### config.mk
export PLATFORM = sky130hd
export DESIGN_NAME = network_interface_flat
export DESIGN_NICKNAME = d
export VERILOG_FILES = /design/src/rtl/network_interface_if.sv /design/src/rtl/network_interface.sv /design/src/flat_wrapper.sv
export SDC_FILE = /design/constraint.sdc
export NUM_CORES = 1
export LEC_CHECK = 0
export CORE_MARGIN = 2
export CORE_UTILIZATION = 55
export CTS_CLUSTER_SIZE = 10
export DETAILED_ROUTE_END_ITERATION = 10
export GPL_TIMING_DRIVEN = 0
export PLACE_DENSITY_LB_ADDON = 0.1
export SLEW_MARGIN = 0
export SYNTH_ARGS = -nofsm -noshare
export SYNTH_HDL_FRONTEND = slang
export SYNTH_SLANG_ARGS = --single-unit
### constraint.sdc
create_clock -name i_clk -period 3.42 [get_ports i_clk]
set_input_delay 1.026 -clock i_clk [delete_from_list [all_inputs] [get_ports i_clk]]
set_output_delay 1.026 -clock i_clk [all_outputs]
set_load 0.03 [all_outputs]
### src/rtl/network_interface_if.sv
`default_nettype none
// ============================================================================
// pa_noc / network_interface_if
// Shared NoC constants plus the bundled PE/router signal set of the network
// interface. The slave modport is the NI's view; the master modport is the
// view of whatever drives the PE and router sides (PE, router, testbench).
//   TX : i_txPayload/i_txDestRow/i_txDestCol/i_txValid -> o_txReady
//        o_netPacket/o_netValid -> i_netReady
//   RX : i_netPacket/i_netValid -> o_netReady
//        o_rxPayload/o_rxSrcRow/o_rxSrcCol/o_rxValid -> i_rxReady
//   Status : i_clearErrors, o_rxOverflow, o_rxMisroute, o_txCount, o_rxCount
// Revision: 1.0 - initial release
// ============================================================================
package pa_noc;
  parameter int PACKET_WIDTH = 16;
endpackage

interface network_interface_if #(
  parameter int PACKET_WIDTH = pa_noc::PACKET_WIDTH
) ();
  localparam int PAYLOAD_WIDTH = PACKET_WIDTH - 8;

  logic [PAYLOAD_WIDTH-1:0] i_txPayload;
  logic [1:0]               i_txDestRow;
  logic [1:0]               i_txDestCol;
  logic                     i_txValid;
  logic                     o_txReady;
  logic [PACKET_WIDTH-1:0]  o_netPacket;
  logic                     o_netValid;
  logic                     i_netReady;
  logic [PACKET_WIDTH-1:0]  i_netPacket;
  logic                     i_netValid;
  logic                     o_netReady;
  logic [PAYLOAD_WIDTH-1:0] o_rxPayload;
  logic [1:0]               o_rxSrcRow;
  logic [1:0]               o_rxSrcCol;
  logic                     o_rxValid;
  logic                     i_rxReady;
  logic                     i_clearErrors;
  logic                     o_rxOverflow;
  logic                     o_rxMisroute;
  logic [15:0]              o_txCount;
  logic [15:0]              o_rxCount;

  modport slave (
    input  i_txPayload, i_txDestRow, i_txDestCol, i_txValid,
    output o_txReady,
    output o_netPacket, o_netValid,
    input  i_netReady,
    input  i_netPacket, i_netValid,
    output o_netReady,
    output o_rxPayload, o_rxSrcRow, o_rxSrcCol, o_rxValid,
    input  i_rxReady,
    input  i_clearErrors,
    output o_rxOverflow, o_rxMisroute, o_txCount, o_rxCount
  );

  modport master (
    output i_txPayload, i_txDestRow, i_txDestCol, i_txValid,
    input  o_txReady,
    input  o_netPacket, o_netValid,
    output i_netReady,
    output i_netPacket, i_netValid,
    input  o_netReady,
    input  o_rxPayload, o_rxSrcRow, o_rxSrcCol, o_rxValid,
    output i_rxReady,
    output i_clearErrors,
    input  o_rxOverflow, o_rxMisroute, o_txCount, o_rxCount
  );
endinterface
`default_nettype wire

### src/rtl/network_interface.sv
`default_nettype none
// ============================================================================
// network_interface
// Local NI between a processing element and its mesh router's local port.
// TX: forms {payload, src row, src col, dest row, dest col}, buffers it in a
//     FIFO and injects it through one registered output stage.
// RX: captures ejected packets into a show-ahead FIFO, flags misroutes and
//     overflows (sticky), and presents the head to the PE.
// Ports: i_clk, i_arst_n (async, active-low), ni (network_interface_if.slave)
// Revision: 1.0 - initial release
// ============================================================================
module network_interface #(
  parameter int GRID_WIDTH = 4,
  parameter int NI_ROW     = 0,
  parameter int NI_COL     = 0,
  parameter int TX_ADDR_W  = 2,
  parameter int RX_ADDR_W  = 2
) (
  input logic                 i_clk,
  input logic                 i_arst_n,
  network_interface_if.slave  ni
);
  localparam int PACKET_WIDTH = pa_noc::PACKET_WIDTH;
  localparam int COORD_W      = $clog2(GRID_WIDTH);
  localparam logic [COORD_W-1:0] NI_ROW_C = COORD_W'(NI_ROW);
  localparam logic [COORD_W-1:0] NI_COL_C = COORD_W'(NI_COL);
  localparam int TX_DEPTH = 2 ** TX_ADDR_W;
  localparam int RX_DEPTH = 2 ** RX_ADDR_W;
  localparam logic [TX_ADDR_W:0] TX_FULL_C = (TX_ADDR_W+1)'(TX_DEPTH);
  localparam logic [RX_ADDR_W:0] RX_FULL_C = (RX_ADDR_W+1)'(RX_DEPTH);
  localparam logic [RX_ADDR_W:0] RX_TWO_C  = (RX_ADDR_W+1)'(2);
  localparam logic               NET_READY_RST = (RX_DEPTH >= 2);

  // ---------------------------------------------------------------- TX path
  logic [PACKET_WIDTH-1:0] tx_mem_q [TX_DEPTH];
  logic [TX_ADDR_W-1:0]    tx_wr_q, tx_wr_d, tx_rd_q, tx_rd_d;
  logic [TX_ADDR_W:0]      tx_cnt_q, tx_cnt_d;
  logic [PACKET_WIDTH-1:0] net_packet_q, net_packet_d;
  logic                    net_valid_q, net_valid_d;
  logic [15:0]             tx_count_q, tx_count_d;
  logic                    tx_full, tx_empty, tx_push, stage_load, stage_xfer;
  logic [PACKET_WIDTH-1:0] tx_pkt;

  // ---------------------------------------------------------------- RX path
  logic [PACKET_WIDTH-1:0] rx_mem_q [RX_DEPTH];
  logic [RX_ADDR_W-1:0]    rx_wr_q, rx_wr_d, rx_rd_q, rx_rd_d;
  logic [RX_ADDR_W:0]      rx_cnt_q, rx_cnt_d;
  logic                    net_ready_q, net_ready_d;
  logic                    overflow_q, overflow_d, misroute_q, misroute_d;
  logic [15:0]             rx_count_q, rx_count_d;
  logic                    rx_full, rx_push, rx_pop, ovf_evt, misroute_evt;

  assign tx_pkt = {ni.i_txPayload, NI_ROW_C, NI_COL_C, ni.i_txDestRow, ni.i_txDestCol};

  always_comb begin
    tx_full    = (tx_cnt_q == TX_FULL_C);
    tx_empty   = (tx_cnt_q == '0);
    tx_push    = ni.i_txValid && !tx_full;
    stage_xfer = net_valid_q && ni.i_netReady;
    // Refill whenever the stage is empty or is being emptied this cycle.
    stage_load = !tx_empty && (!net_valid_q || ni.i_netReady);

    tx_wr_d  = tx_push    ? tx_wr_q + 1'b1 : tx_wr_q;
    tx_rd_d  = stage_load ? tx_rd_q + 1'b1 : tx_rd_q;
    tx_cnt_d = tx_cnt_q;
    if (tx_push && !stage_load)      tx_cnt_d = tx_cnt_q + (TX_ADDR_W+1)'(1);
    else if (!tx_push && stage_load) tx_cnt_d = tx_cnt_q - (TX_ADDR_W+1)'(1);

    net_valid_d  = net_valid_q;
    net_packet_d = net_packet_q;
    if (stage_load) begin
      net_valid_d  = 1'b1;
      net_packet_d = tx_mem_q[tx_rd_q];
    end else if (stage_xfer) begin
      net_valid_d  = 1'b0;
      net_packet_d = '0;
    end
    tx_count_d = stage_xfer ? tx_count_q + 16'd1 : tx_count_q;
  end

  always_comb begin
    rx_full = (rx_cnt_q == RX_FULL_C);
    rx_pop  = (rx_cnt_q != '0) && ni.i_rxReady;
    // A pop in the same cycle frees the slot the incoming packet needs.
    rx_push      = ni.i_netValid && (!rx_full || rx_pop);
    ovf_evt      = ni.i_netValid && rx_full && !rx_pop;
    misroute_evt = ni.i_netValid &&
                   ((ni.i_netPacket[3:2] != NI_ROW_C) || (ni.i_netPacket[1:0] != NI_COL_C));

    rx_wr_d  = rx_push ? rx_wr_q + 1'b1 : rx_wr_q;
    rx_rd_d  = rx_pop  ? rx_rd_q + 1'b1 : rx_rd_q;
    rx_cnt_d = rx_cnt_q;
    if (rx_push && !rx_pop)      rx_cnt_d = rx_cnt_q + (RX_ADDR_W+1)'(1);
    else if (!rx_push && rx_pop) rx_cnt_d = rx_cnt_q - (RX_ADDR_W+1)'(1);

    // The router commits one cycle ahead of its pulse, so advertise ready
    // only while two slots remain after this cycle's traffic.
    net_ready_d = ((RX_FULL_C - rx_cnt_d) >= RX_TWO_C);
    overflow_d  = ovf_evt      || (overflow_q && !ni.i_clearErrors);
    misroute_d  = misroute_evt || (misroute_q && !ni.i_clearErrors);
    rx_count_d  = rx_pop ? rx_count_q + 16'd1 : rx_count_q;
  end

  always_ff @(posedge i_clk or negedge i_arst_n) begin
    if (!i_arst_n) begin
      tx_wr_q      <= '0;
      tx_rd_q      <= '0;
      tx_cnt_q     <= '0;
      net_packet_q <= '0;
      net_valid_q  <= 1'b0;
      tx_count_q   <= '0;
      rx_wr_q      <= '0;
      rx_rd_q      <= '0;
      rx_cnt_q     <= '0;
      net_ready_q  <= NET_READY_RST;
      overflow_q   <= 1'b0;
      misroute_q   <= 1'b0;
      rx_count_q   <= '0;
    end else begin
      tx_wr_q      <= tx_wr_d;
      tx_rd_q      <= tx_rd_d;
      tx_cnt_q     <= tx_cnt_d;
      net_packet_q <= net_packet_d;
      net_valid_q  <= net_valid_d;
      tx_count_q   <= tx_count_d;
      rx_wr_q      <= rx_wr_d;
      rx_rd_q      <= rx_rd_d;
      rx_cnt_q     <= rx_cnt_d;
      net_ready_q  <= net_ready_d;
      overflow_q   <= overflow_d;
      misroute_q   <= misroute_d;
      rx_count_q   <= rx_count_d;
    end
  end

  // Storage arrays need no reset: occupancy lives in the pointers/counts.
  always_ff @(posedge i_clk) begin
    if (tx_push) tx_mem_q[tx_wr_q] <= tx_pkt;
    if (rx_push) rx_mem_q[rx_wr_q] <= ni.i_netPacket;
  end

  assign ni.o_txReady    = !tx_full;
  assign ni.o_netPacket  = net_packet_q;
  assign ni.o_netValid   = net_valid_q;
  assign ni.o_txCount    = tx_count_q;
  assign ni.o_netReady   = net_ready_q;
  assign ni.o_rxValid    = (rx_cnt_q != '0);
  assign ni.o_rxPayload  = rx_mem_q[rx_rd_q][PACKET_WIDTH-1:8];
  assign ni.o_rxSrcRow   = rx_mem_q[rx_rd_q][7:6];
  assign ni.o_rxSrcCol   = rx_mem_q[rx_rd_q][5:4];
  assign ni.o_rxOverflow = overflow_q;
  assign ni.o_rxMisroute = misroute_q;
  assign ni.o_rxCount    = rx_count_q;
endmodule
`default_nettype wire

### src/flat_wrapper.sv
// flat-port wrapper written by rule: the top's interface ports become plain ports
module network_interface_flat 
#(
  parameter int GRID_WIDTH = 4,
  parameter int NI_ROW     = 0,
  parameter int NI_COL     = 0,
  parameter int TX_ADDR_W  = 2,
  parameter int RX_ADDR_W  = 2
)
  (i_clk, i_arst_n, ni_i_txPayload, ni_i_txDestRow, ni_i_txDestCol, ni_i_txValid, ni_o_txReady, ni_o_netPacket, ni_o_netValid, ni_i_netReady, ni_i_netPacket, ni_i_netValid, ni_o_netReady, ni_o_rxPayload, ni_o_rxSrcRow, ni_o_rxSrcCol, ni_o_rxValid, ni_i_rxReady, ni_i_clearErrors, ni_o_rxOverflow, ni_o_rxMisroute, ni_o_txCount, ni_o_rxCount);
  network_interface_if #(.PACKET_WIDTH((pa_noc::PACKET_WIDTH))) ni_i ();
  input logic i_clk;
  input logic i_arst_n;
  input wire logic [$bits(ni_i.i_txPayload)-1:0] ni_i_txPayload;
  input wire logic [$bits(ni_i.i_txDestRow)-1:0] ni_i_txDestRow;
  input wire logic [$bits(ni_i.i_txDestCol)-1:0] ni_i_txDestCol;
  input wire logic [$bits(ni_i.i_txValid)-1:0] ni_i_txValid;
  output wire logic [$bits(ni_i.o_txReady)-1:0] ni_o_txReady;
  output wire logic [$bits(ni_i.o_netPacket)-1:0] ni_o_netPacket;
  output wire logic [$bits(ni_i.o_netValid)-1:0] ni_o_netValid;
  input wire logic [$bits(ni_i.i_netReady)-1:0] ni_i_netReady;
  input wire logic [$bits(ni_i.i_netPacket)-1:0] ni_i_netPacket;
  input wire logic [$bits(ni_i.i_netValid)-1:0] ni_i_netValid;
  output wire logic [$bits(ni_i.o_netReady)-1:0] ni_o_netReady;
  output wire logic [$bits(ni_i.o_rxPayload)-1:0] ni_o_rxPayload;
  output wire logic [$bits(ni_i.o_rxSrcRow)-1:0] ni_o_rxSrcRow;
  output wire logic [$bits(ni_i.o_rxSrcCol)-1:0] ni_o_rxSrcCol;
  output wire logic [$bits(ni_i.o_rxValid)-1:0] ni_o_rxValid;
  input wire logic [$bits(ni_i.i_rxReady)-1:0] ni_i_rxReady;
  input wire logic [$bits(ni_i.i_clearErrors)-1:0] ni_i_clearErrors;
  output wire logic [$bits(ni_i.o_rxOverflow)-1:0] ni_o_rxOverflow;
  output wire logic [$bits(ni_i.o_rxMisroute)-1:0] ni_o_rxMisroute;
  output wire logic [$bits(ni_i.o_txCount)-1:0] ni_o_txCount;
  output wire logic [$bits(ni_i.o_rxCount)-1:0] ni_o_rxCount;
  assign ni_i.i_txPayload = ni_i_txPayload;
  assign ni_i.i_txDestRow = ni_i_txDestRow;
  assign ni_i.i_txDestCol = ni_i_txDestCol;
  assign ni_i.i_txValid = ni_i_txValid;
  assign ni_o_txReady = ni_i.o_txReady;
  assign ni_o_netPacket = ni_i.o_netPacket;
  assign ni_o_netValid = ni_i.o_netValid;
  assign ni_i.i_netReady = ni_i_netReady;
  assign ni_i.i_netPacket = ni_i_netPacket;
  assign ni_i.i_netValid = ni_i_netValid;
  assign ni_o_netReady = ni_i.o_netReady;
  assign ni_o_rxPayload = ni_i.o_rxPayload;
  assign ni_o_rxSrcRow = ni_i.o_rxSrcRow;
  assign ni_o_rxSrcCol = ni_i.o_rxSrcCol;
  assign ni_o_rxValid = ni_i.o_rxValid;
  assign ni_i.i_rxReady = ni_i_rxReady;
  assign ni_i.i_clearErrors = ni_i_clearErrors;
  assign ni_o_rxOverflow = ni_i.o_rxOverflow;
  assign ni_o_rxMisroute = ni_i.o_rxMisroute;
  assign ni_o_txCount = ni_i.o_txCount;
  assign ni_o_rxCount = ni_i.o_rxCount;
  network_interface #(.GRID_WIDTH(GRID_WIDTH), .NI_ROW(NI_ROW), .NI_COL(NI_COL), .TX_ADDR_W(TX_ADDR_W), .RX_ADDR_W(RX_ADDR_W)) u_core (.i_clk(i_clk), .i_arst_n(i_arst_n), .ni(ni_i));
endmodule
# After elaboration in Yosys (flattened, before gate mapping)
# Memory sizes are Yosys's and may differ from the RTL's.
# Cells that the tools add are included.
totals:
  in_bits: 35
  register_bits: 66
  mem_bits_rw: 112
  out_inout_bits: 66
  memories: 2
  wordCells: 75
op_classes:
  n_eq_ne: 2
  order_cmp: 1
  reduce_logical: 34
  n_addsub: 11
  muxes: 12
mem_list:
  columns: ["name", "depth", "width", "read_ports", "rd_ports_with_merged_regs", "write_ports", "line", "text"]
  rows:
  - ["u_core.rx_mem_q", 4, 16, 1, 0, 1, "network_interface.sv:45", "logic [PACKET_WIDTH-1:0] rx_mem_q [RX_DEPTH];"]
  - ["u_core.tx_mem_q", 4, 12, 1, 0, 1, "network_interface.sv:35", "logic [PACKET_WIDTH-1:0] tx_mem_q [TX_DEPTH];"]
op_table:
  columns: ["operator", "count"]
  rows:
  - ["adder 16 x 1 -> 16 bit, second input constant", 2]
  - ["2-to-1 mux 16 bit", 2]
  - ["logical AND 1 bit", 14]
  - ["2-to-1 mux 3 bit", 4]
  - ["zero test 1 bit", 9]
  - ["adder 2 x 1 -> 2 bit, second input constant", 4]
  - ["nonzero test 2 bit", 4]
  - ["adder 3 x 1 -> 3 bit, second input constant", 2]
  - ["equality test 3 bit, second input constant", 2]
  - ["2-to-1 mux 1 bit", 6]
  - ["subtractor 3 x 1 -> 3 bit, second input constant", 2]
  - ["logical OR 1 bit", 5]
  - ["greater-or-equal comparator 3 x 2 -> 1 bit, second input constant", 1]
  - ["zero test 3 bit", 1]
  - ["nonzero test 3 bit", 1]
  - ["subtractor 3 bit, first input constant", 1]

# Depth between registers and ports, before layout
# Gate-level depths: netlist (run 1).
logic_depth:
  ltp_word: 10
  ltp_mapped: 10
  ltp_nobuf: 9

# Worst setup path before layout (run 1)
# Ideal clock, no wire load.
synth_path:
  path_kind: "input to register"
  start: "input port ni_i_netReady"
  end: "register u_core.tx_cnt_q[2]"
  cell_stages: 9
  setup_ns: 0.079
  t_required_ns: 3.341
  arrival_ns: 2.427
  slack_ns: 0.913
  path_buffers: 0
  path_cell_list: "nand2b_1 -> and2_0 -> inv_1 -> ha_1 -> inv_1 -> fa_1 -> xor2_1 -> nor2_1 -> xor2_1"
synth_between:
  elab_chain_cells: 5
  word_cells_on_any_way: 7
  classes_between: "mux (1); reduce/logical (6)"
synth_lines:
  columns: ["element", "line", "text"]
  rows:
  - ["start: declaration", "flat_wrapper.sv:21", "input wire logic [$bits(ni_i.i_netReady)-1:0] ni_i_netReady;"]
  - ["logical OR 1 bit (*)", "network_interface.sv:61", "stage_load = !tx_empty && (!net_valid_q || ni.i_netReady);"]
  - ["logical AND 1 bit (*)", "network_interface.sv:61", null]
  - ["zero test 1 bit", "network_interface.sv:66", "if (tx_push && !stage_load) tx_cnt_d = tx_cnt_q + (TX_ADDR_W+1)'(1);"]
  - ["logical AND 1 bit", "network_interface.sv:66", null]
  - ["2-to-1 mux 3 bit or nonzero test 2 bit (tied branches)", null, null]
  - ["end signal: assignment", "network_interface.sv:122", "tx_cnt_q <= tx_cnt_d;"]
  - ["end: declaration", "network_interface.sv:37", "logic [TX_ADDR_W:0] tx_cnt_q, tx_cnt_d;"]
# Mark *: on every way between the ends. The rest lies on a longest branch, timed or not.
# A chain may end at the register's enable or synchronous reset.

# Worst setup path after layout (run 1)
layout_path:
  start: "register u_core.rx_cnt_q[0]"
  end: "output port ni_o_rxValid"
layout_between:
  elab_chain_cells: 1
layout_lines:
  columns: ["element", "line", "text"]
  rows:
  - ["start: declaration", "network_interface.sv:47", "logic [RX_ADDR_W:0] rx_cnt_q, rx_cnt_d;"]
  - ["start signal: assignment", "network_interface.sv:128", "rx_cnt_q <= rx_cnt_d;"]
  - ["nonzero test 3 bit", "network_interface.sv:147", "assign ni.o_rxValid = (rx_cnt_q != '0);"]
  - ["end: declaration", "flat_wrapper.sv:28", "output wire logic [$bits(ni_i.o_rxValid)-1:0] ni_o_rxValid;"]
# Every way passes these cells.

==> results of run 1 <==
worst max-delay path: cells and delay by family, from the launching register on:
kind | cells | cell delay (ns)
adders and majority gates | 1 | 0.25
DFF | 1 | 0.39
buffers and inverters | 4 | 1.00
and+or+nand+nor | 1 | 0.14
layout make-up:
type,count,area share (%)
plain buffers,14,0.983
repair buffers,96,12.0
clock buffers,22,5.82
inverters,14,0.645
clock inverters,10,1.64
well taps,143,2.20
flip-flops and latches,158,54.4
multi-input cells,187,22.3
synthesized netlist by cell type (all sizes together), types with 3 or more instances:
cell type,n,area (um^2)
xnor2,31,272
xor2,10,87.6
buf,12,68.8
mux2,5,56.3
nand2,15,56.3
inv,14,52.6
ha,16,200
mux4,24,541
nor3,3,15.0
nor4,4,46.3
and4,5,43.8
and3,9,56.3
edfxtp,96,2880
nor2,5,21.3
a21oi,3,15.0
nand4,9,56.3
nand3,10,50.1
dfrtp,61,1530
a22o,12,105
power by group:
part	switching [uW]	internal, uW	total [uW]
combinational	1380	1160	2540
sequential	287	2540	2830
clock	698	1200	1900
total	2370	4910	7280
metal layers:
layer	share of wire (%)	wire, um	vias to the layer above
met5	0	0	-
met4	0.63	72	0
met3	5.0	569	5
met2	54	6180	92
met1	41	4650	1779
li1	-	-	1640
state kept, by name (all words and copies together) (netlist names):
signal                  count
u_core.rx_mem_q            48
u_core.tx_mem_q            48
u_core.ni.o_rxCount        16
u_core.ni.o_txCount        16
u_core.ni.o_netPacket      12
u_core.rx_cnt_q             3
u_core.tx_cnt_q             3
u_core.rx_rd_q              2
u_core.rx_wr_q              2
u_core.tx_rd_q              2
u_core.tx_wr_q              2
u_core.ni.o_netReady        1
u_core.ni.o_netValid        1
u_core.ni.o_rxMisroute      1
u_core.ni.o_rxOverflow      1
how the worst min path moves through the flow:
stage / start / end / slack (ns) / cells past startpoint
2_1_floorplan: u_core.tx_cnt_q[2]$_DFFE_PN0P_ / u_core.tx_cnt_q[2]$_DFFE_PN0P_ / 0.45 / 1
3_3_place_gp: u_core.ni.o_txCount[15]$_DFFE_PN0P_ / u_core.ni.o_txCount[15]$_DFFE_PN0P_ / 0.46 / 1
3_5_place_dp: u_core.ni.o_rxCount[15]$_DFFE_PN0N_ / u_core.ni.o_rxCount[15]$_DFFE_PN0N_ / 0.46 / 1
4_1_cts: u_core.ni.o_rxCount[15]$_DFFE_PN0N_ / u_core.ni.o_rxCount[15]$_DFFE_PN0N_ / 0.47 / 1
5_1_grt: u_core.ni.o_rxCount[15]$_DFFE_PN0N_ / u_core.ni.o_rxCount[15]$_DFFE_PN0N_ / 0.51 / 1
6_report: u_core.ni.o_rxCount[15]$_DFFE_PN0N_ / u_core.ni.o_rxCount[15]$_DFFE_PN0N_ / 0.46 / 1
cells in the final DEF (no fill, tap or decap), types with 5 or more instances in the layout:
cell              n
clkbuf_16        17
buf_4             6
ha_1             16
dlymetal6s2s_1    8
nand4_1           9
dfrtp_1          61
mux2_2            5
xnor2_1          31
inv_1            13
clkdlybuf4s50_1  87
nand2_1          15
buf_2             7
xor2_1           10
a22o_1           12
and3_1            9
edfxtp_1         96
mux4_2           24
and4_1            5
nand3_1          10
cells by family after synthesis:
group / count (synthesis)
adders and majority gates: 17
DFF: 158
and+or+nand+nor: 71
buffers and inverters: 28
muxes: 30
other: 1
AOI/OAI and AO/OA: 24
xor gates and xnor gates: 41
what timing repair did:
action,4_1_cts,5_1_grt
endpoints found under the hold margin,0,0
pin swaps,0,0
setup endpoints to repair,8,8
resized for setup,2,8
per-stage QoR:
step                      power (uW)  hold slack, ns  worst slack [ns]  instance area, um^2  utilization, %
final                           7280           0.465             0.203                 8150            71.7
after CTS                       7380           0.474            0.0254                 8130            71.5
after global routing            7670           0.507            0.0791                 8150            71.7
after global placement          5360           0.460            -0.875                 7520            66.1
after floorplan                 4510           0.455             0.913                 6380               -
after detailed placement        5440           0.465             0.189                 7510            66.1
==> flow_summary.yaml, run 1 <==
clock_network:
  post_cts_buffers: 0
  cts_tree: "built"
  cts_hold_buf: 0
  clock-sinks: 158
  clockBufferDepth: 2
  clkTransAtPathRegs_ns: 0.06
  cts_inserted_buffers: 17
  insertion_delay_ns: 0.41
  cts_root_buf: "clkbuf_16"
  h-tree-depth: 4
finish:
  diodes: 0
  seq_area_um2: 4440
  layout.cells.non_filler: 644
  syn2layout_area_growth_pct: 28.0
  nets: 540
  multi_input_area_um2: 1810
  drive_gt1_share_pct: 15.2
  num-fill-cells: 779
worst_setup_path:
  r2r_cells: 10
  critPathLaunchType: "flop"
  cpMaxStageDelayCell: "clkdlybuf4s50_1"
  endpoint_kind: "output port"
  r2r-start: "u_core.rx_cnt_q[0]$_DFF_PN0_"
  slowest_delay_ns: 0.67
  crit_chain: "inv_1 -> ha_1 -> nor2b_1 -> buf_2 -> inv_1 -> clkdlybuf4s50_1"
  crit_path_max_fanout: 7
  reg2reg_slack_ns: 0.92
  worstSetupPathType: "reg -> out"
  crit_start: "u_core.rx_cnt_q[0]$_DFF_PN0_"
  cpMostUsedCell: "inv_1"
  worstReg2RegEnd: "u_core.ni.o_netReady$_DFF_PN1_"
  cp_data_required_time_ns: 2.39
  setup.worst_path.end: "ni_o_rxValid"
  cp.arrival_ns: 2.19
global_routing:
  grt_first_pass_wirelength_mm: 19.3
  grt_pass1_vias: 3754
  antenna_found_initial: 0
  grt_usage_pct: 20.2
  grt-busiest-layer: "met2"
  grt_util_met2_pct: 34.3
  grt_overflow: 0
  grt_max_degree: 63
  gr-usage-met3_pct: 6.31
  use_met1_pct: 25.2
timing:
  max_slew_margin_pct: 43.9
  finalSetupTns_ns: 0
  drv_slew: 0
  fin_worst_skew_ns: 0.00872
  finalCriticalPeriod_ns: 3.22
  max_freq_mhz: 311
  setup_viol: 0
  fin_crit_sh_pct: 94.1
  tightest_slew_ns: 0.842
  finalHoldViolCount: 0
  rsz0062_at_grt: "false"
route:
  wl_per_cell_um: 17.8
  postRouteAntennaNets: 0
  routed_wl_mm: 11.5
  avgViaCountPerCell: 5.46
  dr.pass1.iters: 4
  drt_iter0_drc: 158
  vias: 3516
  drc: 0
flow_run:
  max_cap_violations: 0
synthesis:
  synth_edf_count: 96
  yosys_warnings: 0
  synth.avg_cell_area_um2: 17.2
  synthAdderAreaFrac_pct: 3.46
  async_flop_share_pct: 39.2
  ys_types: 44
  yosys.area_share.simple_pct: 6.64
  synth-xor-area-share_pct: 5.64
  muxShareOfSynthArea_pct: 9.53
  synth_top_family_by_area: "multiplexers"
  synth_compound_area_share_pct: 2.97
  synthFlopType: "edfxtp_1"
  synth_area_um2: 6370
  yosysSeqAreaShare_pct: 69.7
  ys_ff_latch: 158
  synth_cells: 370
pwr:
  powerDensity_nw_per_um2: 893
  leakage_uw: 0.00316
  vdd_drop_max_mv: 0.642
place:
  dp_cells: 612
  portBuffers: 96
  place_congestion: 0.731
  hpwl_mm: 7.53
floorplan:
  core_um2: 11400
  die_w_um: 112
  dieArea_um2: 12500
  num_rows: 39
  start_util_pct: 56.0
  io_pins: 101
  dieHeight_um: 112
status:
  status: "finished clean"
hold_path:
  min_path_type: "reg -> reg"
No activity file was read; power rests on OpenSTA's default activity.
==> run 2, diff against run 1 <==
--- a/config.mk
+++ b/config.mk
@@ -6,12 +6,11 @@
 export NUM_CORES = 1
 export LEC_CHECK = 0
 export CORE_MARGIN = 2
-export CORE_UTILIZATION = 55
+export CORE_UTILIZATION = 45
 export CTS_CLUSTER_SIZE = 10
 export DETAILED_ROUTE_END_ITERATION = 10
 export GPL_TIMING_DRIVEN = 0
 export PLACE_DENSITY_LB_ADDON = 0.1
-export SLEW_MARGIN = 0
 export SYNTH_ARGS = -nofsm -noshare
 export SYNTH_HDL_FRONTEND = slang
 export SYNTH_SLANG_ARGS = --single-unit
==> run 2 against run 1 <==
Final cell count is 5.7% higher. Core utilization shrank 12 points. Clock power rose by 4%. Maximum frequency is 0.29% higher. First-iteration DRC count increased by 30%. Critical endpoint unchanged. Largest power group unchanged.
==> flow_summary.yaml, run 2 (synthesis results as in run 1) <==
route:
  drt_iter0_drc: 205
  drc: 0
  routed_wl_mm: 11.6
  avgViaCountPerCell: 5.14
  dr.pass1.iters: 4
  postRouteAntennaNets: 0
  wl_per_cell_um: 17.0
  vias: 3498
clock_network:
  insertion_delay_ns: 0.42
  clkTransAtPathRegs_ns: 0.06
  h-tree-depth: 4
  cts_inserted_buffers: 17
  cts_hold_buf: 0
  ctsResizeCount: 2
  cts_tree: "built"
  cts_root_buf: "clkbuf_16"
  clockBufferDepth: 2
  post_cts_buffers: 0
  clock-sinks: 158
worst_setup_path:
  worstReg2RegEnd: "u_core.ni.o_netReady$_DFF_PN1_"
  cp_data_required_time_ns: 2.39
  reg2reg_slack_ns: 0.96
  r2r-start: "u_core.rx_cnt_q[0]$_DFF_PN0_"
  crit_path_max_fanout: 7
  critPathLaunchType: "flop"
  r2r_cells: 10
  worstSetupPathType: "reg -> out"
  endpoint_kind: "output port"
  cp.arrival_ns: 2.18
finish:
  final_cell_mix: "96 x edfxtp_1, 87 x clkdlybuf4s50_1, 61 x dfrtp_1"
  diodes: 0
  largestRegisters: "u_core.rx_mem_q: 48 flops, u_core.tx_mem_q: 48 flops"
  nets: 540
  layout.cells.non_filler: 681
  final_area_um2: 8220
  syn2layout_area_growth_pct: 29.0
  final_common_cell: "edfxtp_1"
  drive_gt1_share_pct: 15.2
place:
  dp_cells: 649
  place_congestion: 0.716
  place_ws_ns: 0.200
  hpwl_mm: 7.52
  portBuffers: 96
  dpl_cell_area_um2: 7560
timing:
  fin_worst_skew_ns: 0.00604
  timing.final.ws_setup_ns: 0.213
  tightest_slew_ns: 0.816
  rsz0062_at_grt: "false"
  finalCriticalPeriod_ns: 3.21
  fin_hold_ws_ns: 0.472
  drv_slew: 0
  fin_crit_sh_pct: 93.8
  finalSetupTns_ns: 0
  setup_viol: 0
  max_slew_margin_pct: 45.6
  max_freq_mhz: 312
  finalHoldViolCount: 0
pwr:
  clkPwrFrac_pct: 26.9
  power.internal_uw: 4960
  switching_share_pct: 32.6
  powerDensity_nw_per_um2: 896
  switchingPower_uw: 2400
  vdd_drop_max_mv: 0.501
  pwr-share-comb_pct: 34.7
  seq_power_share_pct: 38.4
  leakage_uw: 0.00317
floorplan:
  io_pins: 101
  dieHeight_um: 123
  dieArea_um2: 15100
  num_rows: 43
  start_util_pct: 46.0
  core_um2: 13800
  die_w_um: 123
hold_path:
  hold_depth: 1
  min_path_type: "reg -> reg"
  min-delay-start: "u_core.ni.o_rxCount[15]$_DFFE_PN0N_"
  min_to: "u_core.ni.o_rxCount[15]$_DFFE_PN0N_"
global_routing:
  grt_first_pass_wirelength_mm: 18.4
  grt_overflow: 0
  antenna_found_initial: 0
  grt_max_degree: 63
  grt_pass1_vias: 3613
  grt_usage_pct: 16.5
flow_run:
  max_cap_violations: 0
status:
  status: "finished clean"
## run 2: power groups by stage
stage	registers (uW)	logic (uW)	clock network [uW]
3_5_place_dp	2860	2600	0
2_1_floorplan	3100	1410	0
6_report	2830	2550	1980
3_3_place_gp	2840	2560	0
4_1_cts	2830	2620	2030
5_1_grt	2880	2760	2130
## run 2: critical path, stage by stage, from the launching register on
cell and delay [ns]:
dfrtp_1 0.38, inv_1 0.10, ha_1 0.24, nor2b_1 0.13, buf_2 0.17, inv_1 0.07
clkdlybuf4s50_1 0.66
## run 2: area by class of cell
type                            count  area (um^2)
Multi-Input combinational cell    187         1810
Fill cell                        1056         5610
Clock inverter                     11          180
Timing Repair Buffer               96          978
Buffer                             14         80.1
Sequential cell                   158         4440
Clock buffer                       21          450
Tap cell                          180          225
Inverter                           14         52.6
## run 2: worst max-delay path by stage
stage,endpoint,depth (start not counted),from
after floorplan,u_core.tx_cnt_q[2]$_DFFE_PN0P_,9,ni_i_netReady
after global placement,u_core.ni.o_netPacket[3]$_DFFE_PN0P_,1,i_arst_n
after detailed placement,u_core.tx_cnt_q[1]$_DFFE_PN0P_,8,ni_i_netReady
after CTS,ni_o_rxPayload[0],4,u_core.rx_rd_q[0]$_DFFE_PN0N_
after global routing,ni_o_rxValid,6,u_core.rx_cnt_q[0]$_DFF_PN0_
final,ni_o_rxValid,6,u_core.rx_cnt_q[0]$_DFF_PN0_
## run 2: per-stage QoR
stage               power [uW]  utilization (%)
finish                    7360             59.4
CTS                       7480             59.3
detailed placement        5460             54.7
global placement          5400             54.7
floorplan                 4510                -
global route              7770             59.4
## run 2: layer usage
layer / part of all wire [%] / wire length [um] / vias to the layer above / track usage (%)
met2: 52 / 5990 / 71 / 27.3
met5: 0 / 0 / - / 0
met1: 42 / 4890 / 1765 / 20.7
met4: 1.6 / 187 / 0 / 6.90
li1: - / - / 1641 / -
met3: 4.4 / 514 / 21 / 4.52
==> run 3, diff against run 2 <==
--- a/config.mk
+++ b/config.mk
@@ -10,7 +10,7 @@
 export CTS_CLUSTER_SIZE = 10
 export DETAILED_ROUTE_END_ITERATION = 10
 export GPL_TIMING_DRIVEN = 0
-export PLACE_DENSITY_LB_ADDON = 0.1
+export PLACE_DENSITY_LB_ADDON = 0.3
 export SYNTH_ARGS = -nofsm -noshare
 export SYNTH_HDL_FRONTEND = slang
 export SYNTH_SLANG_ARGS = --single-unit
==> run 3 against run 2 <==
Register-to-register slack lost 0.08 ns. Via count grew 2.2%. Routed wire length grew 2.6%. Hold slack lost 0.00058 ns. Core utilization shrank 0.47 points. Die area is the same. Sequential cell count is the same. Total power shrank 2.4%. Maximum frequency grew 0.31%. Combinational power is essentially flat. Largest power group unchanged. Highest routed layer unchanged.
==> flow_summary.yaml, run 3 (synthesis results as in run 1) <==
timing:
  max_slew_margin_pct: 44.5
  drv_slew: 0
  fin_worst_skew_ns: 0.0115
  tightest_slew_ns: 0.833
  max_freq_mhz: 313
  finalHoldViolCount: 0
  finalSetupTns_ns: 0
  finalCriticalPeriod_ns: 3.20
  setup_viol: 0
  fin_crit_sh_pct: 93.5
  rsz0062_at_grt: "false"
  fin_hold_ws_ns: 0.471
clock_network:
  h-tree-depth: 4
  cts_inserted_buffers: 17
  clockBufferDepth: 2
  clock-sinks: 158
  insertion_delay_ns: 0.42
  cts_tree: "built"
  clkTransAtPathRegs_ns: 0.06
  cts_root_buf: "clkbuf_16"
  post_cts_buffers: 0
worst_setup_path:
  cp_data_required_time_ns: 2.39
  crit_path_max_fanout: 7
  critPathLaunchType: "flop"
  endpoint_kind: "output port"
  crit_buf_inv: 4
  worstSetupPathType: "reg -> out"
  cp.arrival_ns: 2.17
  cp.depth: 6
  r2r_cells: 10
  cpMaxStageDelayCell: "clkdlybuf4s50_1"
  cp_top_family: "buffers and inverters"
  cpMostUsedCell: "inv_1"
  slowest_delay_ns: 0.66
  crit_chain: "inv_1 -> ha_1 -> nor2b_1 -> buf_2 -> inv_1 -> clkdlybuf4s50_1"
floorplan:
  io_pins: 101
  die_w_um: 123
  dieArea_um2: 15100
  dieHeight_um: 123
  start_util_pct: 46.0
  core_um2: 13800
  num_rows: 43
finish:
  post-route-util_pct: 58.9
  diodes: 0
  multi_input_area_um2: 1810
  seq_area_um2: 4440
  layout.cells.non_filler: 681
  drive_gt1_share_pct: 15.4
  nets: 540
  final_common_cell: "edfxtp_1"
  syn2layout_area_growth_pct: 28.0
  num-fill-cells: 1069
  final_cell_mix: "96 x edfxtp_1, 87 x clkdlybuf4s50_1, 61 x dfrtp_1"
  final_area_um2: 8150
  largestRegisters: "u_core.rx_mem_q: 48 flops, u_core.tx_mem_q: 48 flops"
route:
  dr.pass1.iters: 4
  postRouteAntennaNets: 0
  drc: 0
  vias: 3576
  drt_iter0_drc: 168
  avgViaCountPerCell: 5.25
  routed_wl_mm: 11.9
  wl_per_cell_um: 17.5
pwr:
  powerDensity_nw_per_um2: 881
  vdd_drop_max_mv: 0.445
  leakage_uw: 0.00313
place:
  place_congestion: 0.739
  hpwl_mm: 7.64
  dp_cells: 649
  portBuffers: 96
  dpl_cell_area_um2: 7560
global_routing:
  grt_overflow: 0
  antenna_found_initial: 0
  grt_first_pass_wirelength_mm: 18.8
  grt_max_degree: 63
  grt_usage_pct: 16.8
  grt_pass1_vias: 3725
flow_run:
  max_cap_violations: 0
hold_path:
  min_path_type: "reg -> reg"
  hold_depth: 1
status:
  status: "finished clean"
[run 3: path summary, 6_finish.rpt]
kind | start | end | slack, ns
max in group asynchronous | i_arst_n | u_core.rx_cnt_q[1]$_DFF_PN0_ | 2.16
min in group asynchronous | i_arst_n | u_core.ni.o_txCount[1]$_DFFE_PN0P_ | 0.71
hold reg to reg | u_core.ni.o_rxCount[15]$_DFFE_PN0N_ | u_core.ni.o_rxCount[15]$_DFFE_PN0N_ | 0.47
hold / removal | u_core.ni.o_rxCount[15]$_DFFE_PN0N_ | u_core.ni.o_rxCount[15]$_DFFE_PN0N_ | 0.47
setup reg to reg | u_core.rx_cnt_q[0]$_DFF_PN0_ | u_core.ni.o_netReady$_DFF_PN1_ | 0.88
setup / recovery | u_core.rx_cnt_q[0]$_DFF_PN0_ | ni_o_rxValid | 0.22
[run 3: cell type report]
class | instances | share of cell area (%)
inverters | 14 | 0.645
repair buffers | 96 | 12.0
flip-flops and latches | 158 | 54.4
multi-input cells | 187 | 22.2
well taps | 180 | 2.76
clock buffers | 21 | 5.65
clock inverters | 11 | 1.29
plain buffers | 14 | 0.982
[run 3: metal layers]
layer	GRT usage (%)	part of all wire, %	vias to the layer above
met5	0	0	-
met4	4.38	0.83	0
met3	5.35	4.0	9
met2	28.6	52	93
met1	21.0	43	1841
li1	-	-	1633
[run 3: report_power, final]
part,internal [uW],switching (uW)
Clock,1050,750
Sequential,2540,295
Combinational,1160,1380
Total,4750,2430
[run 3: timing repair]
item / 4_1_cts / 5_1_grt
hold buffers: 0 / 0
gates resized for setup: 2 / 8
endpoints found under the setup margin: 9 / 8
[run 3: per-stage QoR]
stage | power [uW] | worst slack, ns
after CTS | 7280 | 0.0120
after detailed placement | 5440 | 0.164
after floorplan | 4510 | 0.913
after global placement | 5360 | -0.916
final | 7180 | 0.222
after global routing | 7590 | 0.0829
